`src/rtl/cajero_controlador_if.sv`:
```
// Bundle of card, PIN, keypad and account signals between the ATM controller
// and its environment.
//   master : the environment side (drives card, PIN results, keypad; observes
//            balance and transaction pulses)
//   slave  : the controller side
interface cajero_controlador_if;
  logic        tarjeta_recibida;
  logic        fin;
  logic        bloqueo;
  logic        tipo_stb;
  logic        tipo_trans;
  logic        digito_stb;
  logic [3:0]  digito;
  logic        habilitar_pin;
  logic [63:0] balance;
  logic        balance_actualizado;
  logic        entregar_dinero;
  logic        fondos_insuficientes;
  logic        fin_trans;
  logic [2:0]  estado;

  modport master (
    output tarjeta_recibida, fin, bloqueo, tipo_stb, tipo_trans, digito_stb, digito,
    input  habilitar_pin, balance, balance_actualizado, entregar_dinero,
           fondos_insuficientes, fin_trans, estado
  );

  modport slave (
    input  tarjeta_recibida, fin, bloqueo, tipo_stb, tipo_trans, digito_stb, digito,
    output habilitar_pin, balance, balance_actualizado, entregar_dinero,
           fondos_insuficientes, fin_trans, estado
  );
endinterface

```
`src/rtl/cajero_controlador.sv`:
```
// ATM transaction controller: card insertion, PIN hand-off, deposit/withdrawal
// selection, keypad amount entry and balance update.
//   clk   : rising-edge clock
//   reset : synchronous, active-low
//   bus   : cajero_controlador_if.slave
//           inputs  tarjeta_recibida, fin, bloqueo, tipo_stb/tipo_trans,
//                   digito_stb/digito
//           outputs habilitar_pin, balance, balance_actualizado,
//                   entregar_dinero, fondos_insuficientes, fin_trans, estado
// All outputs come straight from flops.
module cajero_controlador #(
  parameter logic [63:0] BALANCE_INICIAL = 64'd1000,
  parameter int unsigned MAX_DIGITOS     = 8
) (
  input logic              clk,
  input logic              reset,
  cajero_controlador_if.slave bus
);

  localparam int unsigned BAL_W   = 64;
  localparam int unsigned MONTO_W = 32;
  localparam int unsigned CNT_W   = $clog2(MAX_DIGITOS + 1);
  localparam logic [3:0]  TECLA_ENTER = 4'hE;

  typedef enum logic [2:0] {
    IDLE             = 3'd0,
    ESPERA_PIN       = 3'd1,
    ESPERA_TIPO      = 3'd2,
    RECIBIENDO_MONTO = 3'd3,
    DEPOSITO         = 3'd4,
    RETIRO           = 3'd5,
    FIN_TRANS        = 3'd6,
    BLOQUEADO        = 3'd7
  } estado_t;

  estado_t              state;
  logic [MONTO_W-1:0]   monto;
  logic [CNT_W-1:0]     cnt;
  logic                 tipo;
  logic [BAL_W-1:0]     balance_q;
  logic                 actualizado_q;
  logic                 entregar_q;
  logic                 fondos_q;
  logic                 habilitar_q;
  logic                 fin_trans_q;
  logic [2:0]           estado_q;

  logic [BAL_W:0]       suma;
  logic                 es_digito;
  logic                 hay_espacio;
  logic                 es_enter;

  // Carry bit of the widened sum flags deposit overflow.
  assign suma        = (BAL_W+1)'(balance_q) + (BAL_W+1)'(monto);
  assign es_digito   = bus.digito_stb && (bus.digito <= 4'd9);
  assign hay_espacio = cnt < CNT_W'(MAX_DIGITOS);
  assign es_enter    = bus.digito_stb && (bus.digito == TECLA_ENTER) && (cnt != '0);

  // State change together with the state-decoded level outputs, so those
  // outputs stay registered and aligned with the state register.
  task automatic ir_a(input estado_t s);
    state       <= s;
    estado_q    <= s;
    habilitar_q <= (s == ESPERA_PIN);
    fin_trans_q <= (s == FIN_TRANS);
  endtask

  // Transaction FSM with its datapath and registered outputs.
  always_ff @(posedge clk) begin
    if (!reset) begin
      ir_a(IDLE);
      balance_q     <= BALANCE_INICIAL;
      monto         <= '0;
      cnt           <= '0;
      tipo          <= 1'b0;
      actualizado_q <= 1'b0;
      entregar_q    <= 1'b0;
      fondos_q      <= 1'b0;
    end else begin
      actualizado_q <= 1'b0;
      entregar_q    <= 1'b0;
      fondos_q      <= 1'b0;
      case (state)
        IDLE: begin
          if (bus.tarjeta_recibida) ir_a(ESPERA_PIN);
        end
        ESPERA_PIN: begin
          if (!bus.tarjeta_recibida) ir_a(IDLE);
          else if (bus.bloqueo)      ir_a(BLOQUEADO);
          else if (bus.fin)          ir_a(ESPERA_TIPO);
        end
        ESPERA_TIPO: begin
          if (!bus.tarjeta_recibida) ir_a(IDLE);
          else if (bus.tipo_stb) begin
            tipo  <= bus.tipo_trans;
            monto <= '0;
            cnt   <= '0;
            ir_a(RECIBIENDO_MONTO);
          end
        end
        RECIBIENDO_MONTO: begin
          if (!bus.tarjeta_recibida) ir_a(IDLE);
          else if (es_enter)         ir_a(tipo ? RETIRO : DEPOSITO);
          else if (es_digito && hay_espacio) begin
            monto <= monto * MONTO_W'(10) + MONTO_W'(bus.digito);
            cnt   <= cnt + CNT_W'(1);
          end
        end
        DEPOSITO: begin
          if (!bus.tarjeta_recibida) ir_a(IDLE);
          else begin
            balance_q     <= suma[BAL_W] ? '1 : suma[BAL_W-1:0];
            actualizado_q <= 1'b1;
            ir_a(FIN_TRANS);
          end
        end
        RETIRO: begin
          if (!bus.tarjeta_recibida) ir_a(IDLE);
          else begin
            if (BAL_W'(monto) <= balance_q) begin
              balance_q     <= balance_q - BAL_W'(monto);
              actualizado_q <= 1'b1;
              entregar_q    <= 1'b1;
            end else begin
              fondos_q      <= 1'b1;
            end
            ir_a(FIN_TRANS);
          end
        end
        FIN_TRANS: begin
          if (!bus.tarjeta_recibida) ir_a(IDLE);
        end
        BLOQUEADO: begin
          // Absorbing: only reset leaves this state.
        end
        default: ir_a(IDLE);
      endcase
    end
  end

  assign bus.habilitar_pin        = habilitar_q;
  assign bus.balance              = balance_q;
  assign bus.balance_actualizado  = actualizado_q;
  assign bus.entregar_dinero      = entregar_q;
  assign bus.fondos_insuficientes = fondos_q;
  assign bus.fin_trans            = fin_trans_q;
  assign bus.estado               = estado_q;

endmodule

```
`src/flat_wrapper.sv`:
```
// flat-port wrapper written by rule: the top's interface ports become plain ports
module cajero_controlador_flat 
#(
  parameter logic [63:0] BALANCE_INICIAL = 64'd1000,
  parameter int unsigned MAX_DIGITOS     = 8
)
  (clk, reset, bus_tarjeta_recibida, bus_fin, bus_bloqueo, bus_tipo_stb, bus_tipo_trans, bus_digito_stb, bus_digito, bus_habilitar_pin, bus_balance, bus_balance_actualizado, bus_entregar_dinero, bus_fondos_insuficientes, bus_fin_trans, bus_estado);
  cajero_controlador_if bus_i ();
  input logic clk;
  input logic reset;
  input wire logic [$bits(bus_i.tarjeta_recibida)-1:0] bus_tarjeta_recibida;
  input wire logic [$bits(bus_i.fin)-1:0] bus_fin;
  input wire logic [$bits(bus_i.bloqueo)-1:0] bus_bloqueo;
  input wire logic [$bits(bus_i.tipo_stb)-1:0] bus_tipo_stb;
  input wire logic [$bits(bus_i.tipo_trans)-1:0] bus_tipo_trans;
  input wire logic [$bits(bus_i.digito_stb)-1:0] bus_digito_stb;
  input wire logic [$bits(bus_i.digito)-1:0] bus_digito;
  output wire logic [$bits(bus_i.habilitar_pin)-1:0] bus_habilitar_pin;
  output wire logic [$bits(bus_i.balance)-1:0] bus_balance;
  output wire logic [$bits(bus_i.balance_actualizado)-1:0] bus_balance_actualizado;
  output wire logic [$bits(bus_i.entregar_dinero)-1:0] bus_entregar_dinero;
  output wire logic [$bits(bus_i.fondos_insuficientes)-1:0] bus_fondos_insuficientes;
  output wire logic [$bits(bus_i.fin_trans)-1:0] bus_fin_trans;
  output wire logic [$bits(bus_i.estado)-1:0] bus_estado;
  assign bus_i.tarjeta_recibida = bus_tarjeta_recibida;
  assign bus_i.fin = bus_fin;
  assign bus_i.bloqueo = bus_bloqueo;
  assign bus_i.tipo_stb = bus_tipo_stb;
  assign bus_i.tipo_trans = bus_tipo_trans;
  assign bus_i.digito_stb = bus_digito_stb;
  assign bus_i.digito = bus_digito;
  assign bus_habilitar_pin = bus_i.habilitar_pin;
  assign bus_balance = bus_i.balance;
  assign bus_balance_actualizado = bus_i.balance_actualizado;
  assign bus_entregar_dinero = bus_i.entregar_dinero;
  assign bus_fondos_insuficientes = bus_i.fondos_insuficientes;
  assign bus_fin_trans = bus_i.fin_trans;
  assign bus_estado = bus_i.estado;
  cajero_controlador #(.BALANCE_INICIAL(BALANCE_INICIAL), .MAX_DIGITOS(MAX_DIGITOS)) u_core (.clk(clk), .reset(reset), .bus(bus_i));
endmodule
```
`config.mk`:
```
export PLATFORM = sky130hd
export DESIGN_NAME = cajero_controlador_flat
export DESIGN_NICKNAME = d
export VERILOG_FILES = /design/src/rtl/cajero_controlador_if.sv /design/src/rtl/cajero_controlador.sv /design/src/flat_wrapper.sv
export SDC_FILE = /design/constraint.sdc
export NUM_CORES = 1
export LEC_CHECK = 0
export BUFFER_PORTS_ARGS = -buffer_cell sky130_fd_sc_hd__clkbuf_2
export CORE_ASPECT_RATIO = 1.1
export CORE_MARGIN = 3
export CORE_UTILIZATION = 27
export CTS_CLUSTER_DIAMETER = 40
export DETAILED_ROUTE_END_ITERATION = 6
export PLACE_DENSITY_LB_ADDON = 0.12
export SETUP_SLACK_MARGIN = 0.5
export SKIP_CTS_REPAIR_TIMING = 1
export SLEW_MARGIN = 20
export SYNTH_ARGS = -nofsm -noshare
export SYNTH_HDL_FRONTEND = slang
export SYNTH_SLANG_ARGS = --single-unit
```
`constraint.sdc`:
```
create_clock -name clk -period 3.3 [get_ports clk]
set_input_delay 0.66 -clock clk [delete_from_list [all_inputs] [get_ports clk]]
set_output_delay 0.66 -clock clk [all_outputs]
set_load 0.01 [all_outputs]
```
==> impl.org, run 1 <==
** Run status
- Status :: finished, violations left
- Violations in the final reports :: negative setup slack

** Timing
- Max Slew Vio Count :: 0
- Number of failing setup endpoints in the final timing report :: 15
- In the post-route analysis, the smallest setup slack over all paths is -94.61 ps.
- Setup repair after global routing missed its margin :: yes
- Setup Skew :: 8.866 ps
- The smallest clock period supported by the final layout is computed as 3395 ps.
- Of the available clock period, the critical path in the final layout requires 102.9%.
- The final number of hold-violating endpoints was 0.
- Derived from the worst setup path, the maximum achievable clock frequency is 294.6 MHz.
- Hold timing on the final database bottoms out at a slack of 488.8 ps.
- Slew of the pin with the lowest slew margin :: 769.0 ps
- Measured against its own limit, the worst slew margin works out to 48.54%.

** Pwr
- Power Density :: 173.8 nW/um2
- The analysis attributes to cell leakage a power of 7.662 nW.
- The worst-case IR drop observed on VDD is 0.0002959 V.

** Routing
- Count of unresolved DRC violations after routing :: 0
- Wire length on met2 :: 25090 um
- Total via count in the routed design :: 13820
- The pre-antenna-repair detailed-routing pass consisted of 5 iterations.
- Routed wire length on met3 :: 1924 um
- For this block, the routed nets add up to 50890 um of wire.
- Met1 wire length :: 22170 um
- The highest layer touched by signal routing is met4.
- Dividing the detail-routed via count by the number of cells gives 5.361.
- Post-route ant nets :: 0
- DR iter-0 viols :: 737
- Wire per inst :: 19.75 um

** Floorplanning
- The floorplan has 80 rows.
- Area of the core :: 43440 um2
- The floorplan step set the die width to 206.1 um.
- The die covers 46590 um2.
- For this configuration, the core starts out at a cell density of 27.36%.
- Height of the die :: 226.1 um
- Number of ports placed on the die boundary :: 84

** GRT
- The initial antenna violation count came to 0.
- The first global-routing pass estimated 73440 um of wire.
- Entering global routing, the biggest net connects 49 pins.
- Overall overflow remaining after global route :: 0
- Across every metal layer, demand over resource in global routing totals 19.98%.
- Via count of the first global-routing pass :: 13290

** Final layout
- Share of final-layout standard cells stronger than drive strength 1 :: 38.99%
- After filler insertion, the fill cell instance count of the layout stands at 4493.
- Count of nets after finishing :: 2138
- After routing the design area is 17930 um2.
- Once layout is complete, the utilization of the core stands at 41.28%.
- Compared with the post-synthesis result, the final layout area differs by 50.86%.
- The number of antenna diodes in the final layout is 0.

** Logic synthesis
- Top-area cell type share of the netlist area :: 18.36%
- By instance count, the leading cell after synthesis is sky130_fd_sc_hd__a21oi_1.
- Counting every net in the synthesized netlist gives 1758.
- Top flip-flop cell by instance count after synthesis :: sky130_fd_sc_hd__dfxtp_1
- Asr flop ratio synth :: 0%
- The share of the Yosys chip area taken by registers is 18.36%.
- Largest cells by area after synthesis :: sky130_fd_sc_hd__dfxtp_1 18%, sky130_fd_sc_hd__ha_1 13%, sky130_fd_sc_hd__a21oi_1 6.8%
- Synthesized instance count :: 1618
- After synthesis, the most frequently instantiated cells are 162 x sky130_fd_sc_hd__a21oi_1, 143 x sky130_fd_sc_hd__nor2_1, 137 x sky130_fd_sc_hd__nand2_1.
- During synthesis, Yosys emitted a total of 0 warnings.
- Post-synthesis area per instance :: 7.347 um2
- Yosys mapped a number of flops with a built-in enable equal to 0.
- The synthesized design spends more area on one cell type than any other, namely sky130_fd_sc_hd__dfxtp_1.
- Number of synthesized register bits :: 109
- Netlist cell types :: 97
- Cell Area, Synth :: 11890 um2

** Critical path
- Crit-path cells :: ha_1 -> ha_2 -> nand2_2 -> or3_4 -> a21o_1 -> a211oi_4 -> nand4b_4 -> nor4_4 -> buf_4 -> nand3_4 -> nor3_4 -> xnor2_1 -> o21ai_1
- The setup path with the least slack is of type reg2reg.
- Stage delay of the slowest cell on the critical path :: 430 ps
- Minimum setup slack among reg-to-reg paths :: -90 ps
- The critical path starts at u_core.monto[9].
- STA classifies the critical path startpoint as a flip-flop.
- Kind of end point of the critical path :: flip-flop
- Of all nets on the critical path, the largest fanout is 5.
- Critical path required time :: 3570 ps
- Data on the critical path arrives at its endpoint at 3660 ps.
- Critical-path top delay cell :: sky130_fd_sc_hd__or3_4
- The startpoint identified for the worst register-to-register timing path is u_core.monto[9].

** Clock network
- Buffers inserted during clock tree synthesis total 9.
- Buffer cell driving the clock tree root :: sky130_fd_sc_hd__clkbuf_16
- Total number of H-tree levels :: 3
- Clock-pin slew was measured on the worst setup and hold paths at 80 ps.
- Longest Clk Path Bufs :: 2
- Clock latency on the worst-skew pair, taken at its later pin, is 390 ps.
- Clock tree from TritonCTS :: yes
- For this design, the sink count on the clock tree is 109.

** Placed design
- Detailed placement ended at an HPWL of 37850 um.
- Once placement finished, the instance area stood at 15310 um2.
- Number of I/O port buffers :: 83
- Routability-driven placement finished with a final weighted congestion of 0.9059.

** Min path
- Worst min-delay path category :: reg2reg
- The worst hold path begins at u_core.bus.habilitar_pin.

** Flow run
- The tool flagged a number of max-cap violations equal to 0.
-- critical path: cells and delay by family, from the launching register on --
kind            cells  cell delay, ps
simple gates        6            1340
fa+ha+maj           2             670
compound gates      3             590
flops               1             370
buf+inv             1             190
xor+xnor            1             130
-- where the power goes --
group | internal [W] | switching, W | leakage (nW) | total [W]
sequential | 0.00132 | 0.00000983 | 0.894 | 0.00133
combinational | 0.000297 | 0.000404 | 6.64 | 0.000701
clock | 0.000513 | 0.000576 | 0.125 | 0.00109
-- path summary, 6_finish.rpt --
| check | end | cells past startpoint |
|---|---|---|
| setup / recovery | u_core.monto[29] | 13 |
| hold / removal | u_core.bus.habilitar_pin | 2 |
| setup reg to reg | u_core.monto[29] | 13 |
| hold reg to reg | u_core.bus.habilitar_pin | 2 |
-- cells by family after synthesis --
kind of cell	count (synthesis)	share of synthesized area [%]
flip-flops	109	18.36
adder cells (fa/ha/maj)	128	13.72
multiplexers	11	0.9473
AO/OA/AOI/OAI	541	30.09
XOR/XNOR	80	5.957
buffers and inverters	186	6.568
AND/OR/NAND/NOR	563	24.36
-- flip-flops by register name, summed over array words and instances, names as in the netlist --
name / count
u_core.monto: 32
u_core.bus.habilitar_pin: 1
u_core.tipo: 1
u_core.cnt: 4
u_core.bus.balance_actualizado: 1
u_core.bus.entregar_dinero: 1
u_core.bus.fondos_insuficientes: 1
u_core.bus.balance: 64
u_core.state: 3
u_core.bus.fin_trans: 1
-- layout by cell type (no fill, tap or decap), drive strengths merged, types with 11 or more instances in the layout --
| cell | synthesis | final |
|---|---|---|
| a211oi | 14 | 14 |
| nor3 | 53 | 53 |
| nand3 | 50 | 51 |
| nand2b | 13 | 13 |
| a22oi | 21 | 21 |
| dfxtp | 109 | 109 |
| xnor2 | 63 | 63 |
| buf | 45 | 364 |
| nor4 | 26 | 26 |
| or2 | 13 | 13 |
| o21bai | 11 | 11 |
| a311oi | 11 | 11 |
| nand4 | 40 | 40 |
| or4 | 11 | 11 |
| and2 | 11 | 11 |
| ha | 124 | 124 |
| a21o | 27 | 27 |
| a31oi | 23 | 23 |
| nor2 | 143 | 143 |
| o211ai | 21 | 21 |
| and3 | 15 | 15 |
| xor2 | 17 | 17 |
| or3 | 14 | 14 |
| o21ai | 120 | 120 |
| inv | 98 | 99 |
| nor2b | 13 | 13 |
| clkbuf | 43 | 102 |
| o22ai | 14 | 14 |
| o31ai | 12 | 12 |
| a21oi | 166 | 166 |
| o21a | 13 | 13 |
| nand2 | 138 | 138 |
-- area by class of cell --
type                            instances  area (um2)  share of cell area [%]
Multi-Input combinational cell       1324       10600                   59.12
Timing Repair Buffer                  456        3732                   20.81
Sequential cell                       109        2238                   12.48
Tap cell                              574       718.2                   4.005
Inverter                               98       375.4                   2.093
Clock buffer                           10       229.0                   1.277
Clock inverter                          6       38.79                  0.2163
-- per-stage QoR --
stage / std cells / setup WS, ps / total power, W / setup TNS, ps
3_5_place_dp: 2486 / -310.3 / 0.001954 / -5539
3_3_place_gp: 2486 / -301.4 / 0.001955 / -5493
4_1_cts: 2502 / -349.2 / 0.003065 / -7310
5_1_grt: 2577 / -220.7 / 0.003243 / -3355
6_report: 2577 / -94.61 / 0.003117 / -359.6
2_1_floorplan: 1618 / -56.03 / 0.001701 / -78.78
-- routing by layer --
| layer | GRT usage, % | up-vias |
|---|---|---|
| met2 | 35.09 | 366 |
| met5 | 0 | - |
| met4 | 7.600 | 0 |
| met1 | 25.33 | 6633 |
| li1 | - | 6738 |
| met3 | 1.759 | 79 |
Note: power is estimated with default switching activity, not from simulation.
==> run 2, diff against run 1 <==
--- a/config.mk
+++ b/config.mk
@@ -5,12 +5,12 @@
 export SDC_FILE = /design/constraint.sdc
 export NUM_CORES = 1
 export LEC_CHECK = 0
-export BUFFER_PORTS_ARGS = -buffer_cell sky130_fd_sc_hd__clkbuf_2
 export CORE_ASPECT_RATIO = 1.1
-export CORE_MARGIN = 3
 export CORE_UTILIZATION = 27
+export CTS_BUF_LIST = sky130_fd_sc_hd__clkbuf_4
 export CTS_CLUSTER_DIAMETER = 40
 export DETAILED_ROUTE_END_ITERATION = 6
+export DONT_BUFFER_PORTS = 1
 export PLACE_DENSITY_LB_ADDON = 0.12
 export SETUP_SLACK_MARGIN = 0.5
 export SKIP_CTS_REPAIR_TIMING = 1
==> run 2 against run 1 <==
Effect of this change:
- the run still ends with negative setup slack left
- wire length decreased by 1.9%
- global-route usage increased by 0.90 points
- via count decreased by 2.8%
- clock-buffer cell count decreased by 1
- clock power decreased by 24%
- combinational power decreased by 6.3%
- clock skew increased by 35 ps
==> impl.org, run 2 (synthesized netlist as in run 1, its figures left out) <==
** Timing
- The accumulated negative setup slack is -835.2 ps (was -359.6 ps).
- Number of failing setup endpoints in the final timing report :: 15 (unchanged)
- Slack of the critical path :: -138.0 ps (was -94.61 ps)
- The max-slew violation count is 0 (unchanged).
- Fmax :: 290.9 MHz (was 294.6 MHz)
- Post-layout min period :: 3438 ps (was 3395 ps)
- Setup repair after global routing missed its margin: yes (unchanged).
- The worst-case headroom to the max-slew limit is 48.79% (was 48.54%).
- Slew of the pin with the lowest slew margin :: 765.3 ps (was 769.0 ps)
- Worst hold slack :: 134.9 ps (was 488.8 ps)
- Setup Skew :: 44.02 ps (was 8.866 ps)
- Final count of hold timing violations :: 0 (unchanged)
- Fin crit share :: 104.2% (was 102.9%)

** Critical path
- The cell family contributing the most delay on the critical path was compound AO/OA/AOI/OAI gates (was simple AND/OR/NAND/NOR gates).
- The worst-path maximum fanout was 5 (unchanged).
- The endpoint required time on the critical path came to 3800 ps (was 3570 ps).
- The nature of the critical path startpoint was a flip-flop (unchanged).
- Critical-path top delay cell :: sky130_fd_sc_hd__dfxtp_4 (was sky130_fd_sc_hd__or3_4)
- Signal arrival time at the worst endpoint :: 3930 ps (was 3660 ps)
- CP Class :: reg2reg (unchanged)
- Worst path buffer plus inverter count :: 2 (was 1)
- Minimum setup slack among reg-to-reg paths :: -140 ps (was -90 ps)
- Stage delay of the slowest cell on the critical path :: 400 ps (was 430 ps)
- Crit-path cells: ha_4 -> ha_4 -> fa_2 -> a211oi_4 -> o21ai_2 -> a32o_2 -> or2_4 -> buf_6 -> a21oi_4 -> xnor2_2 -> nand4_1 -> buf_6 -> nor4_4 -> xnor2_1 -> o21ai_1 (was ha_1 -> ha_2 -> nand2_2 -> or3_4 -> a21o_1 -> a211oi_4 -> nand4b_4 -> nor4_4 -> buf_4 -> nand3_4 -> nor3_4 -> xnor2_1 -> o21ai_1).
- Kind of end point of the critical path :: flip-flop (unchanged)

** Routing
- Via density per instance :: 5.335 (was 5.361)
- The total wire length after detailed routing was 49930 um (was 50890 um).
- Post-route ant nets :: 0 (unchanged)
- Wire per inst :: 19.84 um (was 19.75 um)
- The iteration-0 DRC count of the detailed router came to 679 (was 737).
- Total via count in the routed design :: 13430 (was 13820)
- The number of iterations in the first detailed-routing pass was 7 (was 5).
- Count of unresolved DRC violations after routing :: 0 (unchanged)

** Clock network
- The sink count of the clock tree came to 109 (unchanged).
- Total number of H-tree levels :: 3 (unchanged)
- The CTS tree is yes (unchanged).
- The number of buffers created by CTS is 9 (unchanged).
- The post-CTS clock slew at the launch and capture registers of the worst setup and hold paths is 210 ps (was 80 ps).
- The root cell of the clock tree was sky130_fd_sc_hd__clkbuf_4 (was sky130_fd_sc_hd__clkbuf_16).
- Longest Clk Path Bufs :: 2 (unchanged)
- The clock insertion delay at the later pin of the skew report was 610 ps (was 390 ps).

** Placed design
- DP Wirelength :: 38190 um (was 37850 um)
- Final GP Congestion :: 0.9309 (was 0.9059)
- Number of I/O port buffers :: 0 (was 83)

** Floorplanning
- Die Area :: 44870 um2 (was 46590 um2)
- The vertical extent of the die was 222.1 um (was 226.1 um).
- The floorplan core area is 43440 um2 (unchanged).
- Starting Density :: 27.36% (unchanged)
- The number of placement rows was 80 (unchanged).
- The I/O pin total was 84 (unchanged).
- Die X :: 202.1 um (was 206.1 um)

** Final layout
- The core utilization of the finished layout came to 40.05% (was 41.28%).
- The synthesis-to-layout area growth came to 46.34% (was 50.86%).
- Share of final-layout standard cells stronger than drive strength 1 :: 36.29% (was 38.99%)
- Commonest non-fill, non-tap cells in the layout :: 324 x sky130_fd_sc_hd__buf_4, 138 x sky130_fd_sc_hd__a21oi_1, 127 x sky130_fd_sc_hd__nor2_1 (was 309 x sky130_fd_sc_hd__buf_4, 130 x sky130_fd_sc_hd__nand2_1, 124 x sky130_fd_sc_hd__nor2_1)
- The number of nets at the end of the flow is 2075 (was 2138).
- Most frequent standard cell in the layout excluding fill and tap cells :: sky130_fd_sc_hd__buf_4 (unchanged)
- The number of flip-flops in the largest register came to 64 (unchanged).

** Min path
- Worst min-delay path category :: in2reg (was reg2reg)

** GRT
- The overall global routing resource usage is 20.88% (was 19.98%).
- The largest net degree at the start of global routing is 51 (was 49).
- The initial antenna violation count was 2 (was 0).
- The wire length of the first global-routing pass was 74150 um (was 73440 um).
- The number of global-route vias before repair was 13040 (was 13290).
- The global-route congestion overflow total came to 0 (unchanged).

** Flow run
- Number of max-capacitance violations reported :: 0 (unchanged)

** Pwr
- The leakage power is 7.377 nW (was 7.662 nW).
- Power Density :: 162.0 nW/um2 (was 173.8 nW/um2)
- Worst vdd ir :: 0.0001521 V (was 0.0002959 V)

** Run status
- Violations in the final reports: negative setup slack (unchanged).
- Status :: finished, violations left (unchanged)
run 2: worst reg2reg max path, stage by stage (launching register included):
cell	delay [ps]
sky130_fd_sc_hd__dfxtp_4	400
sky130_fd_sc_hd__ha_4	240
sky130_fd_sc_hd__ha_4	160
sky130_fd_sc_hd__fa_2	360
sky130_fd_sc_hd__a211oi_4	340
sky130_fd_sc_hd__o21ai_2	140
sky130_fd_sc_hd__a32o_2	280
sky130_fd_sc_hd__or2_4	250
sky130_fd_sc_hd__buf_6	120
sky130_fd_sc_hd__a21oi_4	120
sky130_fd_sc_hd__xnor2_2	130
sky130_fd_sc_hd__nand4_1	120
sky130_fd_sc_hd__buf_6	170
sky130_fd_sc_hd__nor4_4	270
sky130_fd_sc_hd__xnor2_1	150
sky130_fd_sc_hd__o21ai_1	90
run 2: final cells by class:
| class | instances | area (um2) |
|---|---|---|
| well taps | 574 | 718.2 |
| repair buffers | 393 | 3406 |
| clock inverters | 7 | 90.09 |
| inverters | 98 | 377.9 |
| clock buffers | 9 | 67.56 |
| flip-flops and latches | 109 | 2232 |
| diodes | 3 | 7.507 |
| fillers | 4552 | 26050 |
| multi-input cells | 1324 | 10500 |
run 2: per-stage QoR:
stage	setup slack, ps	area [um2]	std cells	power (W)
2_1_floorplan	-56.03	12290	1618	0.001701
3_3_place_gp	-244.5	14960	2417	0.001927
3_5_place_dp	-247.2	14960	2417	0.001927
4_1_cts	-306.4	15120	2433	0.002760
5_1_grt	-343.9	17400	2517	0.002947
6_report	-138.0	17400	2517	0.002818
run 2: power by group:
part	switching (W)	internal [W]	total (W)
combinational	0.000373	0.000283	0.000657
sequential	0.0000131	0.00132	0.00134
clock	0.000578	0.000247	0.000825
run 2: final timing paths:
kind,startpoint,endpoint,depth (start not counted)
setup reg to reg,u_core.monto[1],u_core.monto[31],15
setup / recovery,u_core.monto[1],u_core.monto[31],15
hold / removal,reset,u_core.bus.balance[6],1
hold reg to reg,u_core.cnt[3],u_core.cnt[3],2
run 2: routing by layer:
layer  global-route usage, %  wire [um]  part of all wire, %
met3                   3.454       2155                  4.3
met2                   36.42      24500                   49
met4                   6.036       1284                  2.6
met1                   26.12      21980                   44
met5                       0          0                    0
==> run 3, diff against run 2 <==
--- a/config.mk
+++ b/config.mk
@@ -5,14 +5,15 @@
 export SDC_FILE = /design/constraint.sdc
 export NUM_CORES = 1
 export LEC_CHECK = 0
+export CAP_MARGIN = 0
 export CORE_ASPECT_RATIO = 1.1
 export CORE_UTILIZATION = 27
 export CTS_BUF_LIST = sky130_fd_sc_hd__clkbuf_4
 export CTS_CLUSTER_DIAMETER = 40
 export DETAILED_ROUTE_END_ITERATION = 6
 export DONT_BUFFER_PORTS = 1
+export GPL_TIMING_DRIVEN = 0
 export PLACE_DENSITY_LB_ADDON = 0.12
-export SETUP_SLACK_MARGIN = 0.5
 export SKIP_CTS_REPAIR_TIMING = 1
 export SLEW_MARGIN = 20
 export SYNTH_ARGS = -nofsm -noshare
==> run 3 against run 2 <==
Effect of this change:
- the flow still finishes with violations (negative setup slack)
- hold slack gained 53 ps
- critical path depth grew 1
- design area shrank 11%
- register-to-register slack lost 40 ps
- critical path type unchanged
==> impl.org, run 3 (synthesized netlist as in run 1, its figures left out) <==
** Run status
- Status: finished, violations left (unchanged).
- Violations in the final reports :: negative setup slack (unchanged)

** Pwr
- Net switching component of the power :: 0.0009556 W (was 0.0009638 W)
- The switching part of the total came to 36.09% (was 34.21%).
- The clock network power share was 26.6% (was 29.3%).
- The worst IR drop on VDD was 0.0001371 V (was 0.0001521 V).
- The relative contribution of sequential cells to total power is 50.5% (was 47.4%).
- Power Density :: 170.2 nW/um2 (was 162.0 nW/um2)
- The leakage power was 6.171 nW (was 7.377 nW).
- The internal power component is 0.001692 W (was 0.001854 W).
- The part of the power in combinational logic is 22.9% (was 23.3%).

** Timing
- Slack of the critical path :: -178.2 ps (was -138.0 ps)
- The worst-case headroom to the max-slew limit came to 29.39% (was 48.79%).
- Slew of the pin with the lowest slew margin :: 1059 ps (was 765.3 ps)
- Fin crit share :: 105.4% (was 104.2%)
- Fmax :: 287.5 MHz (was 290.9 MHz)
- The final setup violation count is 53 (was 15).
- Setup Skew :: 30.86 ps (was 44.02 ps)
- Max Slew Vio Count :: 0 (unchanged)
- Post-layout min period :: 3478 ps (was 3438 ps)
- Worst hold slack :: 187.5 ps (was 134.9 ps)
- Setup repair after global routing missed its margin: yes (unchanged).
- The final number of hold-violating endpoints came to 0 (unchanged).

** Final layout
- The synthesis-to-layout area growth is 30.89% (was 46.34%).
- Area taken by multi-input logic gates :: 10270 um2 (was 10500 um2)
- The core utilization of the finished layout came to 35.82% (was 40.05%).
- The number of flip-flops in the largest register was 64 (unchanged).
- The area taken by flip-flops and latches is 2298 um2 (was 2232 um2).
- Count of nets after finishing :: 1887 (was 2075)
- The number of fill cells came to 4675 (was 4552).
- Commonest non-fill, non-tap cells in the layout :: 131 x sky130_fd_sc_hd__nor2_1, 131 x sky130_fd_sc_hd__nand2_1, 123 x sky130_fd_sc_hd__a21oi_1 (was 324 x sky130_fd_sc_hd__buf_4, 138 x sky130_fd_sc_hd__a21oi_1, 127 x sky130_fd_sc_hd__nor2_1)
- Share of final-layout standard cells stronger than drive strength 1 :: 28.03% (was 36.29%)

** GRT
- First-pass GRT wire length :: 74930 um (was 74150 um)
- The overall global routing resource usage came to 21.73% (was 20.88%).
- The largest net degree at the start of global routing was 18 (was 51).
- Via count of the first global-routing pass :: 12230 (was 13040)
- Overall overflow remaining after global route :: 0 (unchanged)
- The initial antenna violation count is 1 (was 2).

** Routing
- The detail-routed net length per standard cell was 22.40 um (was 19.84 um).
- The number of iterations in the first detailed-routing pass was 5 (was 7).
- The iteration-0 DRC count of the detailed router was 875 (was 679).
- Total via count in the routed design :: 13050 (was 13430)
- Via density per instance :: 5.607 (was 5.335)
- Wirelength, routed :: 52130 um (was 49930 um)
- The post-route antenna net violation count was 0 (unchanged).
- The number of DRC violations after detailed routing was 0 (unchanged).

** Min path
- Worst min-delay path category :: in2reg (unchanged)
- The launch point of the worst hold path is bus_digito[0] (was reset).

** Floorplanning
- Number of ports placed on the die boundary :: 84 (unchanged)
- Area of the core :: 43440 um2 (unchanged)
- The starting density of the core is 27.36% (unchanged).
- Height of the die :: 222.1 um (unchanged)
- Die X :: 202.1 um (unchanged)
- Row cnt :: 80 (unchanged)
- The full die area was 44870 um2 (unchanged).

** Placed design
- Number of I/O port buffers :: 0 (unchanged)
- The detailed placer's ending HPWL was 39280 um (was 38190 um).
- The setup slack after placement came to -1009 ps (was -247.2 ps).
- Final GP Congestion :: 0.9193 (was 0.9309)

** Critical path
- Kind of end point of the critical path :: flip-flop (unchanged)
- Among the stages of the critical path, the cell type that occurs most often is sky130_fd_sc_hd__a211oi_4.
- CP Class :: reg2reg (unchanged)
- Max Fanout on Critical Path :: 5 (unchanged)
- The count of buffer and inverter cells on the critical path is 3 (was 2).
- The origin of the critical flop-to-flop path is u_core.monto[3] (was u_core.monto[1]).
- The critical path startpoint is u_core.monto[3] (was u_core.monto[1]).
- The critical-path cell with the highest stage delay is sky130_fd_sc_hd__dfxtp_4 (unchanged).
- Startpoint type of the worst setup path :: flip-flop (unchanged)
- The endpoint required time on the critical path came to 3770 ps (was 3800 ps).
- The cell family contributing the most delay on the critical path is compound AO/OA/AOI/OAI gates (unchanged).
- The setup slack on the worst flop-to-flop path is -180 ps (was -140 ps).
- The data arrival time at the worst-slack endpoint was 3950 ps (was 3930 ps).
- The delay contributed by the slowest stage of the critical path was 410 ps (was 400 ps).
- Crit-path cells: ha_4 -> ha_4 -> fa_2 -> a211oi_4 -> o21a_4 -> a211oi_4 -> a211oi_4 -> buf_4 -> buf_6 -> nand2_1 -> nor2_1 -> nand4_1 -> buf_6 -> nor4_4 -> xor2_1 -> o21ai_0 (was ha_4 -> ha_4 -> fa_2 -> a211oi_4 -> o21ai_2 -> a32o_2 -> or2_4 -> buf_6 -> a21oi_4 -> xnor2_2 -> nand4_1 -> buf_6 -> nor4_4 -> xnor2_1 -> o21ai_1).

** Clock network
- The CTS tree was yes (unchanged).
- The root cell of the clock tree is sky130_fd_sc_hd__clkbuf_4 (unchanged).
- Total number of H-tree levels :: 3 (unchanged)
- Worst skew pair latency :: 590 ps (was 610 ps)
- Total clock buffers created by CTS :: 9 (unchanged)
- The sink count of the clock tree came to 109 (unchanged).
- The post-CTS clock slew at the launch and capture registers of the worst setup and hold paths came to 190 ps (was 210 ps).
- The maximum count of clock buffers along a single path was 2 (unchanged).

** Flow run
- The max-cap violation count came to 0 (unchanged).
==> run 3: changes by cell type in the layout (fill, tap and decap cells not counted), sizes merged <==
cell      change
diode         -2
buf         -236
inv           -2
clkinvlp      +2
clkbuf       +49
bufinv        -1
==> run 3: path summary, 6_finish.rpt <==
check | end | cells after the start
max | u_core.monto[28] | 16
min | u_core.monto[0] | 2
max reg2reg | u_core.monto[28] | 16
min reg2reg | u_core.cnt[3] | 2
==> run 3: cell type report <==
type	count	area share, %
timing repair buffer	117	7.261
clock buffer	10	0.4825
multi-input combinational	1324	66.03
clock inverter	6	0.2493
buffer	88	4.125
tap	574	4.616
inverter	98	2.445
sequential	109	14.77
antenna	1	0.01608
==> run 3: power groups by stage <==
stage	clock network (W)	logic (W)	registers, W
CTS	0.000735	0.000477	0.00135
finish	0.000703	0.000607	0.00134
floorplan	0	0.000313	0.00137
global route	0.000787	0.000641	0.00134
global placement	0	0.000478	0.00138
detailed placement	0	0.000475	0.00138
==> run 3: metrics by stage <==
| step | power [W] | instances | TNS, ps | cell area (um2) |
|---|---|---|---|---|
| 2_1_floorplan | 0.001687 | 1618 | -104.9 | 11990 |
| 3_3_place_gp | 0.001859 | 2192 | -53240 | 12700 |
| 3_5_place_dp | 0.001856 | 2192 | -52520 | 12700 |
| 4_1_cts | 0.002566 | 2208 | -57180 | 12820 |
| 5_1_grt | 0.002769 | 2327 | -12570 | 15560 |
| 6_report | 0.002648 | 2327 | -3418 | 15560 |
==> run 3: metal layers <==
layer  vias up  global-route usage, %  share of wire (%)
met2       416                  37.76                 49
li1       6262                      -                  -
met5         -                      0                  0
met1      6241                  26.07                 41
met4         0                  9.824                4.3
met3       128                  3.513                5.6
